--- src/rtl/memory_storer.sv ---
// Store-side memory interface: turns one sb/sh/sw request into one or two
// word-aligned strobed writes over a req/ack port, with optional ack timeout.
module memory_storer #(
   parameter bit          ALLOW_MISALIGNED = 1'b1,
   parameter int unsigned TIMEOUT_CYCLES   = 0
) (
   input  logic        clk,
   input  logic        reset,
   input  logic        store_valid,
   output logic        store_ready,
   input  logic [31:0] store_address,
   input  logic [31:0] store_data,
   input  logic [2:0]  funct3,
   output logic        mem_req,
   output logic [31:0] mem_addr,
   output logic [31:0] mem_wdata,
   output logic [3:0]  mem_wstrb,
   input  logic        mem_ack,
   output logic        store_done,
   output logic        store_error
);

   typedef enum logic [1:0] {IDLE, WR0, WR1, ERR} state_t;

   localparam int unsigned CNT_W = (TIMEOUT_CYCLES > 1) ? $clog2(TIMEOUT_CYCLES) : 1;
   localparam logic [CNT_W-1:0] TO_LAST = CNT_W'((TIMEOUT_CYCLES > 0) ? TIMEOUT_CYCLES - 1 : 0);

   state_t           state_q, state_d;
   logic [29:0]      base_q, base_d;
   logic [31:0]      data_q, data_d;
   logic [1:0]       off_q, off_d;
   logic [3:0]       mask_q, mask_d;
   logic             spill_q, spill_d;
   logic             done_q, done_d;
   logic [CNT_W-1:0] cnt_q, cnt_d;

   logic        accept, legal, dec_spill, waiting, to_hit;
   logic [3:0]  dec_mask;
   logic [2:0]  dec_size;
   logic [7:0]  strb_wide;
   logic [5:0]  hi_shift;

   assign accept = store_valid && (state_q == IDLE);

   always_comb begin
      legal    = 1'b1;
      dec_mask = 4'b0000;
      dec_size = 3'd0;
      case (funct3)
         3'b000:  begin dec_mask = 4'b0001; dec_size = 3'd1; end
         3'b001:  begin dec_mask = 4'b0011; dec_size = 3'd2; end
         3'b010:  begin dec_mask = 4'b1111; dec_size = 3'd4; end
         default: legal = 1'b0;
      endcase
      dec_spill = ({2'b00, store_address[1:0]} + {1'b0, dec_size}) > 4'd4;
   end

   // Unused upper lanes are zeroed at capture so the spill shift never leaks them.
   always_comb begin
      base_d  = base_q;
      data_d  = data_q;
      off_d   = off_q;
      mask_d  = mask_q;
      spill_d = spill_q;
      if (accept) begin
         base_d  = store_address[31:2];
         data_d  = store_data & {{8{dec_mask[3]}}, {8{dec_mask[2]}},
                                 {8{dec_mask[1]}}, {8{dec_mask[0]}}};
         off_d   = store_address[1:0];
         mask_d  = dec_mask;
         spill_d = dec_spill;
      end
   end

   assign waiting = ((state_q == WR0) || (state_q == WR1)) && !mem_ack;
   assign to_hit  = (TIMEOUT_CYCLES != 0) && waiting && (cnt_q == TO_LAST);

   always_comb begin
      cnt_d = cnt_q;
      if ((state_q == IDLE) || ((state_q == WR0) && mem_ack))
         cnt_d = '0;
      else if (waiting)
         cnt_d = cnt_q + CNT_W'(1);
   end

   always_comb begin
      state_d = state_q;
      done_d  = 1'b0;
      case (state_q)
         IDLE: if (accept) begin
            if (!legal || (dec_spill && !ALLOW_MISALIGNED)) state_d = ERR;
            else                                            state_d = WR0;
         end
         WR0: begin
            if (mem_ack) begin
               if (spill_q) state_d = WR1;
               else begin
                  state_d = IDLE;
                  done_d  = 1'b1;
               end
            end else if (to_hit) state_d = ERR;
         end
         WR1: begin
            if (mem_ack) begin
               state_d = IDLE;
               done_d  = 1'b1;
            end else if (to_hit) state_d = ERR;
         end
         default: state_d = IDLE;
      endcase
   end

   always_ff @(posedge clk or posedge reset) begin
      if (reset) begin
         state_q <= IDLE;
         done_q  <= 1'b0;
         cnt_q   <= '0;
      end else begin
         state_q <= state_d;
         done_q  <= done_d;
         cnt_q   <= cnt_d;
      end
   end

   always_ff @(posedge clk) begin
      base_q  <= base_d;
      data_q  <= data_d;
      off_q   <= off_d;
      mask_q  <= mask_d;
      spill_q <= spill_d;
   end

   // Write-port fields are a pure function of state and captured request, so
   // they hold steady for as long as a write waits on its ack.
   assign strb_wide = {4'b0000, mask_q} << off_q;
   assign hi_shift  = 6'd32 - {1'b0, off_q, 3'b000};

   always_comb begin
      store_ready = (state_q == IDLE);
      store_error = (state_q == ERR);
      store_done  = done_q;
      mem_req     = 1'b0;
      mem_addr    = 32'h0;
      mem_wdata   = 32'h0;
      mem_wstrb   = 4'b0000;
      case (state_q)
         WR0: begin
            mem_req   = 1'b1;
            mem_addr  = {base_q, 2'b00};
            mem_wdata = data_q << {off_q, 3'b000};
            mem_wstrb = strb_wide[3:0];
         end
         WR1: begin
            mem_req   = 1'b1;
            mem_addr  = {base_q + 30'd1, 2'b00};
            mem_wdata = data_q >> hi_shift;
            mem_wstrb = mask_q >> (3'd4 - {1'b0, off_q});
         end
         default: ;
      endcase
   end

endmodule

--- config.mk ---
export PLATFORM = sky130hd
export DESIGN_NAME = memory_storer
export DESIGN_NICKNAME = d
export VERILOG_FILES = /design/src/rtl/memory_storer.sv
export SDC_FILE = /design/constraint.sdc
export NUM_CORES = 1
export LEC_CHECK = 0
export ABC_AREA = 1
export ABC_CLOCK_PERIOD_IN_PS = 4300
export BUFFER_PORTS_ARGS = -buffer_cell sky130_fd_sc_hd__buf_2
export CORE_ASPECT_RATIO = 1.4
export CORE_UTILIZATION = 45
export CTS_CLUSTER_SIZE = 20
export DETAILED_ROUTE_END_ITERATION = 10
export HOLD_SLACK_MARGIN = 0.05
export PLACE_DENSITY_LB_ADDON = 0.3
export SYNTH_ARGS = -nofsm -noshare
export SYNTH_HDL_FRONTEND = slang
export SYNTH_SLANG_ARGS = --single-unit
--- constraint.sdc ---
create_clock -name clk -period 4.3 [get_ports clk]
set_input_delay 0.43 -clock clk [delete_from_list [all_inputs] [get_ports clk]]
set_output_delay 0.43 -clock clk [all_outputs]
set_load 0.02 [all_outputs]
==> results of run 1 <==
==> flip-flops by register name (all words and copies together), names as in the netlist <==
| signal | count |
|---|---|
| spill_q | 1 |
| base_q | 30 |
| mask_q | 3 |
| store_done | 1 |
| off_q | 2 |
| state_q | 2 |
| data_q | 32 |
==> layout make-up <==
class	instances	area, µm²	share of cell area [%]
multi-input combinational	520	2410	38.1
inverter	150	563	8.91
timing repair buffer	145	741	11.7
tap	144	180	2.85
clock buffer	10	229	3.62
clock inverter	6	85.1	1.35
sequential	71	2120	33.5
==> per-stage QoR <==
stage	instance area (µm²)	setup slack, ns	util (%)	hold slack [ns]	power (mW)
after floorplan	5240	1.70	-	0.184	2.21
after global placement	6000	1.02	52.9	0.303	2.69
after detailed placement	6000	0.938	52.9	0.307	2.70
after CTS	6320	0.574	55.7	0.264	3.50
after global routing	6320	0.266	55.7	0.262	3.72
final	6320	0.598	55.7	0.275	3.48
==> how the worst min path moves through the flow <==
stage	end	from	depth (start not counted)
6_report	base_q[3]	store_address[5]	1
5_1_grt	base_q[0]	store_address[2]	1
4_1_cts	base_q[3]	store_address[5]	1
3_5_place_dp	store_done	reset	2
3_3_place_gp	store_done	reset	2
2_1_floorplan	state_q[0]	reset	1
==> cells in the final DEF, fill, tap and decap left out, types with 8 or more instances in the layout <==
cell,count
sky130_fd_sc_hd__a21oi_1,32
sky130_fd_sc_hd__buf_2,140
sky130_fd_sc_hd__clkbuf_16,9
sky130_fd_sc_hd__edfxtp_1,68
sky130_fd_sc_hd__ha_1,8
sky130_fd_sc_hd__inv_1,143
sky130_fd_sc_hd__nand2_1,228
sky130_fd_sc_hd__nand3_1,32
sky130_fd_sc_hd__nor2_1,88
sky130_fd_sc_hd__nor3_1,9
sky130_fd_sc_hd__o211ai_1,13
sky130_fd_sc_hd__o21ai_0,67
==> power by group <==
part / leakage (nW) / total, mW / switching (mW) / internal (mW)
clock network: 0.150 / 0.797 / 0.290 / 0.506
registers: 0.694 / 1.04 / 0.101 / 0.941
logic: 2.48 / 1.64 / 1.19 / 0.454
==> kinds of logic (layout without fill, tap and decap cells) <==
logic type,Yosys count,count (layout)
AOI/OAI and AO/OA,136,136
adders and majority gates,9,9
buffers and inverters,181,311
DFF,71,71
other,1,2
and+or+nand+nor,373,373
==> worst reg2reg max path, delay by kind of cell (launching register included) <==
kind / cells / cell delay (ns)
buffers and inverters: 3 / 1.24
DFF: 1 / 0.42
adders and majority gates: 1 / 0.20
and+or+nand+nor: 1 / 0.08
==> layer usage <==
metal / wire length [µm] / track usage, % / vias up
met3: 906 / 3.87 / 26
met5: 0 / 0 / -
met2: 7180 / 43.3 / 218
met4: 367 / 9.50 / 0
li1: - / - / 2703
met1: 5670 / 27.2 / 2407
==> run_summary.xml, run 1 <==
<?xml version="1.0" encoding="UTF-8"?>
<metrics>
  <group name="run_status">
    <metric name="run_status" unit="">finished clean</metric>
  </group>
  <group name="worst_setup_path">
    <metric name="crit_path_frequent_cell" unit="">sky130_fd_sc_hd__o21ai_0</metric>
    <metric name="setup.worst_path.start" unit="">state_q[0]</metric>
    <metric name="timing.critical_path.slowest_cell_delay" unit="ns">0.72</metric>
    <metric name="critPathCapture" unit="">mem_wdata[9]</metric>
    <metric name="top_cell_family_by_delay_on_the_critical_path" unit="">buffers and inverters</metric>
    <metric name="cp_slowest_cell" unit="">sky130_fd_sc_hd__ha_1</metric>
    <metric name="path_depth" unit="">11</metric>
    <metric name="r2r_cells" unit="">5</metric>
    <metric name="cp.buffers_inverters" unit="">5</metric>
    <metric name="endpoint_kind" unit="">output pin</metric>
    <metric name="critPathArrivalTime" unit="ns">3.27</metric>
    <metric name="worst-setup-path-type" unit="">flop to output pin</metric>
    <metric name="rr_endpoint" unit="">base_q[10]</metric>
    <metric name="crit-reg2reg-launch" unit="">state_q[1]</metric>
    <metric name="start_kind" unit="">flop</metric>
    <metric name="path_cells" unit="">inv_1 -&gt; ha_1 -&gt; inv_2 -&gt; nor2_2 -&gt; nand2_2 -&gt; inv_2 -&gt; o21ai_0 -&gt; o21ai_0 -&gt; o21ai_0 -&gt; inv_1 -&gt; buf_2</metric>
    <metric name="worstPathRequired" unit="ns">3.87</metric>
    <metric name="rrSetupSlack" unit="ns">2.02</metric>
    <metric name="critPathMaxFanout" unit="">29</metric>
  </group>
  <group name="placed_design">
    <metric name="portBuffers" unit="">140</metric>
    <metric name="place_hpwl" unit="mm">10.2</metric>
    <metric name="gp_routability_congestion" unit="">0.911</metric>
    <metric name="placed_cells" unit="">1029</metric>
  </group>
  <group name="synth">
    <metric name="yosys-mux-area-fraction" unit="%">0</metric>
    <metric name="synth_largest_type_area_fraction" unit="%">39.0</metric>
    <metric name="synth_enable_flop_cells" unit="">68</metric>
    <metric name="synthTopCellsByArea" unit="">sky130_fd_sc_hd__edfxtp_1 39%, sky130_fd_sc_hd__nand2_1 16%, sky130_fd_sc_hd__inv_1 10%</metric>
    <metric name="main_combinational_cell_family_by_area_after_synthesis" unit="">simple AND/OR/NAND/NOR gates</metric>
    <metric name="ys_types" unit="">39</metric>
    <metric name="synth_top_area_cell" unit="">sky130_fd_sc_hd__edfxtp_1</metric>
    <metric name="synth.cell_area" unit="µm²">5240</metric>
    <metric name="seq_area_frac_synth" unit="%">40.4</metric>
    <metric name="post_synth_most_frequent_cells" unit="">228 x sky130_fd_sc_hd__nand2_1, 144 x sky130_fd_sc_hd__inv_1, 88 x sky130_fd_sc_hd__nor2_1</metric>
    <metric name="yosys.cell_count.top_type" unit="">sky130_fd_sc_hd__nand2_1</metric>
    <metric name="yosysWarnings" unit="">0</metric>
    <metric name="synth_top_flop_cell" unit="">sky130_fd_sc_hd__edfxtp_1</metric>
    <metric name="synthAdderAreaFrac" unit="%">2.29</metric>
    <metric name="synth-simple-area-share" unit="%">28.7</metric>
    <metric name="synthesis.instances" unit="">771</metric>
    <metric name="synth-compound-area-share" unit="%">14.8</metric>
    <metric name="postSynthRegisterBits" unit="">71</metric>
    <metric name="synthXorXnorAreaFrac" unit="%">0</metric>
    <metric name="ys_async_sr_fraction" unit="%">4.23</metric>
    <metric name="synth.avg_cell_area" unit="µm²">6.80</metric>
  </group>
  <group name="floorplan">
    <metric name="placement_rows" unit="">46</metric>
    <metric name="die_area" unit="µm²">12100</metric>
    <metric name="core_area" unit="µm²">11300</metric>
    <metric name="io-pin-count" unit="">143</metric>
    <metric name="dieHeight" unit="µm">130</metric>
    <metric name="die_width" unit="µm">93.2</metric>
    <metric name="floorplan.initialDensity" unit="%">46.2</metric>
  </group>
  <group name="job">
    <metric name="cap_violations" unit="">0</metric>
  </group>
  <group name="timing">
    <metric name="fmax" unit="MHz">270</metric>
    <metric name="timing_worst_slew_pin_value" unit="ns">0.984</metric>
    <metric name="setup_repair_after_global_routing_missed_its_margin" unit="">false</metric>
    <metric name="timing.final.crit_period" unit="ns">3.70</metric>
    <metric name="worst_clock_skew" unit="ns">0.00504</metric>
    <metric name="finalHoldViolCount" unit="">0</metric>
    <metric name="final-max-slew-violation-count" unit="">0</metric>
    <metric name="max-slew-margin-rel" unit="%">34.4</metric>
    <metric name="finalSetupTns" unit="ns">0</metric>
    <metric name="fin_crit_sh" unit="%">86.1</metric>
    <metric name="setup_viol" unit="">0</metric>
  </group>
  <group name="clock_tree">
    <metric name="clkLatencyLatePin" unit="ns">0.33</metric>
    <metric name="postCtsSetupBuffers" unit="">0</metric>
    <metric name="cts.reportedPaths.clkPinSlew" unit="ns">0.06</metric>
    <metric name="tritoncts.num_buffers" unit="">9</metric>
    <metric name="post_cts_resize_count" unit="">0</metric>
    <metric name="cts_num_sinks" unit="">71</metric>
    <metric name="clock_tree.root_cell" unit="">sky130_fd_sc_hd__clkbuf_16</metric>
    <metric name="ctsHtreeMaxLevel" unit="">3</metric>
    <metric name="cts.path.max_buffers" unit="">2</metric>
    <metric name="postCtsHoldBufs" unit="">1</metric>
    <metric name="cts_tree" unit="">done</metric>
  </group>
  <group name="grt">
    <metric name="grt_pass1_vias" unit="">4806</metric>
    <metric name="global_route.usage.total" unit="%">23.6</metric>
    <metric name="grt.overflow.total" unit="">0</metric>
    <metric name="largest_net_degree_at_the_start_of_global_routing" unit="">65</metric>
    <metric name="wire_length_of_the_first_global_routing_pass" unit="mm">22.3</metric>
    <metric name="number_of_antenna_violations_at_the_first_check_in_global_routing" unit="">0</metric>
  </group>
  <group name="detailed_routing">
    <metric name="viasPerCell" unit="">5.12</metric>
    <metric name="via_count" unit="">5354</metric>
    <metric name="route.detailed.wl_per_inst" unit="µm">13.5</metric>
    <metric name="post-route-drc-count" unit="">0</metric>
    <metric name="drt_first_pass_iters" unit="">6</metric>
    <metric name="drt_iter0_markers" unit="">241</metric>
    <metric name="drtAntennaViolNets" unit="">0</metric>
    <metric name="drt-total-wl" unit="mm">14.1</metric>
  </group>
  <group name="pwr">
    <metric name="power_per_cell_area" unit="nW/µm²">551</metric>
    <metric name="power.ir.vdd_worst" unit="mV">0.313</metric>
    <metric name="power.leakage" unit="nW">3.33</metric>
  </group>
  <group name="final_layout">
    <metric name="layout.filler_cells" unit="">1108</metric>
    <metric name="insertedDiodeCount" unit="">0</metric>
    <metric name="final_layout_size_suffix_gt1_share" unit="%">19.0</metric>
    <metric name="area_growth" unit="%">20.6</metric>
    <metric name="design.final.nets" unit="">977</metric>
    <metric name="final-instance-count-excl-fill" unit="">1046</metric>
  </group>
  <group name="worst_hold_path">
    <metric name="min-delay-path-class" unit="">input pin to flop</metric>
  </group>
</metrics>
No activity file was read; power rests on OpenSTA's default activity.
==> run 2: changes to the inputs <==
BUFFER_PORTS_ARGS = -buffer_cell sky130_fd_sc_hd__buf_4   (was -buffer_cell sky130_fd_sc_hd__buf_2)
==> run 2 against run 1 <==
  * Core utilization rose by 2.9 points
  * Highest routed layer unchanged
  * Count of clock-buffer cells in the layout grew 1
  * Clock power fell by 7.0%
  * Sequential cell count did not move
  * Wire length is 2.7% higher
  * Final cell count did not move
  * Register-to-register slack about the same
  * Critical path type unchanged
  * Largest power group unchanged
  * Largest cell class unchanged
==> run_summary.xml, run 2 (synthesis gave the netlist of run 1 again) <==
<?xml version="1.0" encoding="UTF-8"?>
<metrics>
  <group name="grt">
    <metric name="grt.overflow.total" unit="">0</metric>
    <metric name="grt_pass1_vias" unit="">4912</metric>
    <metric name="number_of_antenna_violations_at_the_first_check_in_global_routing" unit="">0</metric>
    <metric name="largest_net_degree_at_the_start_of_global_routing" unit="">65</metric>
    <metric name="wire_length_of_the_first_global_routing_pass" unit="mm">22.9</metric>
    <metric name="global_route.usage.total" unit="%">24.7</metric>
  </group>
  <group name="detailed_routing">
    <metric name="drtAntennaViolNets" unit="">0</metric>
    <metric name="drt-total-wl" unit="mm">14.5</metric>
    <metric name="viasPerCell" unit="">5.13</metric>
    <metric name="drt_first_pass_iters" unit="">5</metric>
    <metric name="route.detailed.wl_per_inst" unit="µm">13.9</metric>
    <metric name="via_count" unit="">5361</metric>
    <metric name="post-route-drc-count" unit="">0</metric>
    <metric name="drt_iter0_markers" unit="">257</metric>
  </group>
  <group name="worst_setup_path">
    <metric name="path_cells" unit="">inv_1 -&gt; ha_1 -&gt; inv_2 -&gt; nor2_2 -&gt; nand2_2 -&gt; inv_2 -&gt; o21ai_0 -&gt; o21ai_0 -&gt; o21ai_0 -&gt; inv_1 -&gt; buf_4</metric>
    <metric name="crit_path_frequent_cell" unit="">sky130_fd_sc_hd__o21ai_0</metric>
    <metric name="critPathCapture" unit="">mem_wdata[9]</metric>
    <metric name="critPathMaxFanout" unit="">29</metric>
    <metric name="rrSetupSlack" unit="ns">2.02</metric>
    <metric name="worst-setup-path-type" unit="">flop to output pin</metric>
    <metric name="r2r_cells" unit="">5</metric>
    <metric name="setup.worst_path.start" unit="">state_q[0]</metric>
    <metric name="rr_endpoint" unit="">data_q[6]</metric>
    <metric name="start_kind" unit="">flop</metric>
    <metric name="critPathArrivalTime" unit="ns">3.36</metric>
    <metric name="crit-reg2reg-launch" unit="">state_q[0]</metric>
    <metric name="cp_slowest_cell" unit="">sky130_fd_sc_hd__ha_1</metric>
    <metric name="endpoint_kind" unit="">output pin</metric>
    <metric name="worstPathRequired" unit="ns">3.87</metric>
    <metric name="timing.critical_path.slowest_cell_delay" unit="ns">0.69</metric>
  </group>
  <group name="pwr">
    <metric name="p_sw" unit="mW">1.60</metric>
    <metric name="share_clk_of_total_power" unit="%">20.8</metric>
    <metric name="power_per_cell_area" unit="nW/µm²">536</metric>
    <metric name="report.power.total" unit="mW">3.57</metric>
    <metric name="seqPwrFrac" unit="%">29.2</metric>
    <metric name="internal-power" unit="mW">1.97</metric>
    <metric name="fraction_of_power_spent_switching_nets" unit="%">44.8</metric>
    <metric name="power.ir.vdd_worst" unit="mV">0.270</metric>
    <metric name="power.leakage" unit="nW">3.38</metric>
    <metric name="comb_pwr_share" unit="%">50.0</metric>
  </group>
  <group name="floorplan">
    <metric name="placement_rows" unit="">46</metric>
    <metric name="die_area" unit="µm²">12100</metric>
    <metric name="io-pin-count" unit="">143</metric>
    <metric name="core_area" unit="µm²">11300</metric>
    <metric name="floorplan.initialDensity" unit="%">46.2</metric>
    <metric name="die_width" unit="µm">93.2</metric>
    <metric name="dieHeight" unit="µm">130</metric>
  </group>
  <group name="clock_tree">
    <metric name="ctsHtreeMaxLevel" unit="">3</metric>
    <metric name="cts_tree" unit="">done</metric>
    <metric name="cts.reportedPaths.clkPinSlew" unit="ns">0.06</metric>
    <metric name="clkLatencyLatePin" unit="ns">0.33</metric>
    <metric name="clock_tree.root_cell" unit="">sky130_fd_sc_hd__clkbuf_16</metric>
    <metric name="post_cts_resize_count" unit="">0</metric>
    <metric name="cts_num_sinks" unit="">71</metric>
    <metric name="tritoncts.num_buffers" unit="">9</metric>
    <metric name="cts.path.max_buffers" unit="">2</metric>
  </group>
  <group name="timing">
    <metric name="max-slew-margin-rel" unit="%">37.5</metric>
    <metric name="fin_crit_sh" unit="%">88.1</metric>
    <metric name="finalSetupTns" unit="ns">0</metric>
    <metric name="setup_repair_after_global_routing_missed_its_margin" unit="">false</metric>
    <metric name="timing.final.crit_period" unit="ns">3.79</metric>
    <metric name="finalHoldViolCount" unit="">0</metric>
    <metric name="timing_worst_slew_pin_value" unit="ns">0.936</metric>
    <metric name="setup_viol" unit="">0</metric>
    <metric name="final-max-slew-violation-count" unit="">0</metric>
    <metric name="worst_clock_skew" unit="ns">0.00444</metric>
    <metric name="fmax" unit="MHz">264</metric>
  </group>
  <group name="final_layout">
    <metric name="seqCellArea" unit="µm²">2120</metric>
    <metric name="mostFrequentLayoutCells" unit="">228 x sky130_fd_sc_hd__nand2_1, 144 x sky130_fd_sc_hd__buf_4, 143 x sky130_fd_sc_hd__inv_1</metric>
    <metric name="final_layout_size_suffix_gt1_share" unit="%">19.0</metric>
    <metric name="insertedDiodeCount" unit="">0</metric>
    <metric name="leading_cell_type_in_the_layout_fill_and_taps_excluded" unit="">sky130_fd_sc_hd__nand2_1</metric>
    <metric name="biggestRegsByFlops" unit="">data_q (32), base_q (30), mask_q (3)</metric>
    <metric name="design.final.nets" unit="">977</metric>
    <metric name="top_register" unit="">data_q</metric>
    <metric name="area_growth" unit="%">26.9</metric>
    <metric name="multiInputGateArea" unit="µm²">2410</metric>
    <metric name="layout.filler_cells" unit="">1087</metric>
    <metric name="largest_register_ff_count" unit="">32</metric>
  </group>
  <group name="worst_hold_path">
    <metric name="min-delay-path-class" unit="">input pin to flop</metric>
  </group>
  <group name="placed_design">
    <metric name="gp_routability_congestion" unit="">0.909</metric>
    <metric name="portBuffers" unit="">140</metric>
    <metric name="place_hpwl" unit="mm">10.4</metric>
  </group>
  <group name="job">
    <metric name="cap_violations" unit="">0</metric>
  </group>
  <group name="run_status">
    <metric name="run_status" unit="">finished clean</metric>
  </group>
</metrics>
[run 2: changes by cell type in the layout (fill, tap and decap cells not counted)]
cell,delta
sky130_fd_sc_hd__buf_2,-140
sky130_fd_sc_hd__clkinv_1,-1
sky130_fd_sc_hd__buf_4,+140
sky130_fd_sc_hd__bufinv_16,-1
sky130_fd_sc_hd__clkbuf_1,+1
sky130_fd_sc_hd__clkinv_4,+1
[run 2: layer usage]
metal / wire length (µm) / part of all wire, % / track usage, % / vias up
met5: 0 / 0 / 0 / -
met4: 604 / 4.2 / 13.2 / 0
met3: 785 / 5.4 / 5.34 / 48
met2: 7400 / 51 / 45.1 / 197
met1: 5720 / 39 / 26.4 / 2416
li1: - / - / - / 2700
[run 2: metrics by stage]
stage	instance area [µm²]	utilization (%)	setup WS [ns]	hold WS [ns]	instances
finish	6650	58.7	0.512	0.268	1046
floorplan	5240	-	1.70	0.184	772
CTS	6650	58.7	0.522	0.255	1046
detailed placement	6350	56.0	0.904	0.315	1029
global route	6650	58.7	0.239	0.249	1046
global placement	6350	56.0	1.01	0.312	1029
[run 2: cell type report]
cell class | instances | share of cell area [%]
clock inverters | 5 | 0.903
flip-flops and latches | 71 | 31.8
clock buffers | 11 | 3.50
repair buffers | 145 | 16.4
multi-input cells | 520 | 36.2
well taps | 144 | 2.71
inverters | 150 | 8.47
[run 2: worst min-delay path by stage]
stage               slack [ns]  cells past startpoint    endpoint               from
global placement          0.31                      2  store_done              reset
global route              0.25                      1  base_q[27]  store_address[29]
detailed placement        0.32                      2  store_done              reset
CTS                       0.25                      1  base_q[12]  store_address[14]
finish                    0.27                      1  base_q[18]  store_address[20]
floorplan                 0.18                      1  state_q[0]              reset
[run 2: what timing repair did]
action,4_1_cts,5_1_grt
hold buffers,1,0
setup buffers,0,0
hold endpoints to repair,3,0
[run 2: power by group through the flow]
| stage | sequential, mW | combinational, mW | clock [mW] |
|---|---|---|---|
| floorplan | 1.03 | 1.18 | 0 |
| global placement | 1.05 | 1.77 | 0 |
| detailed placement | 1.05 | 1.78 | 0 |
| CTS | 1.04 | 1.79 | 0.758 |
| global route | 1.06 | 1.95 | 0.794 |
| finish | 1.04 | 1.78 | 0.741 |
[run 2: worst max-delay path, delay by kind of cell, from the launching register on]
family | cells | cell delay, ns
AO/OA/AOI/OAI | 3 | 0.44
flip-flops | 1 | 0.41
buffers and inverters | 5 | 1.04
adder cells (fa/ha/maj) | 1 | 0.69
AND/OR/NAND/NOR | 2 | 0.43
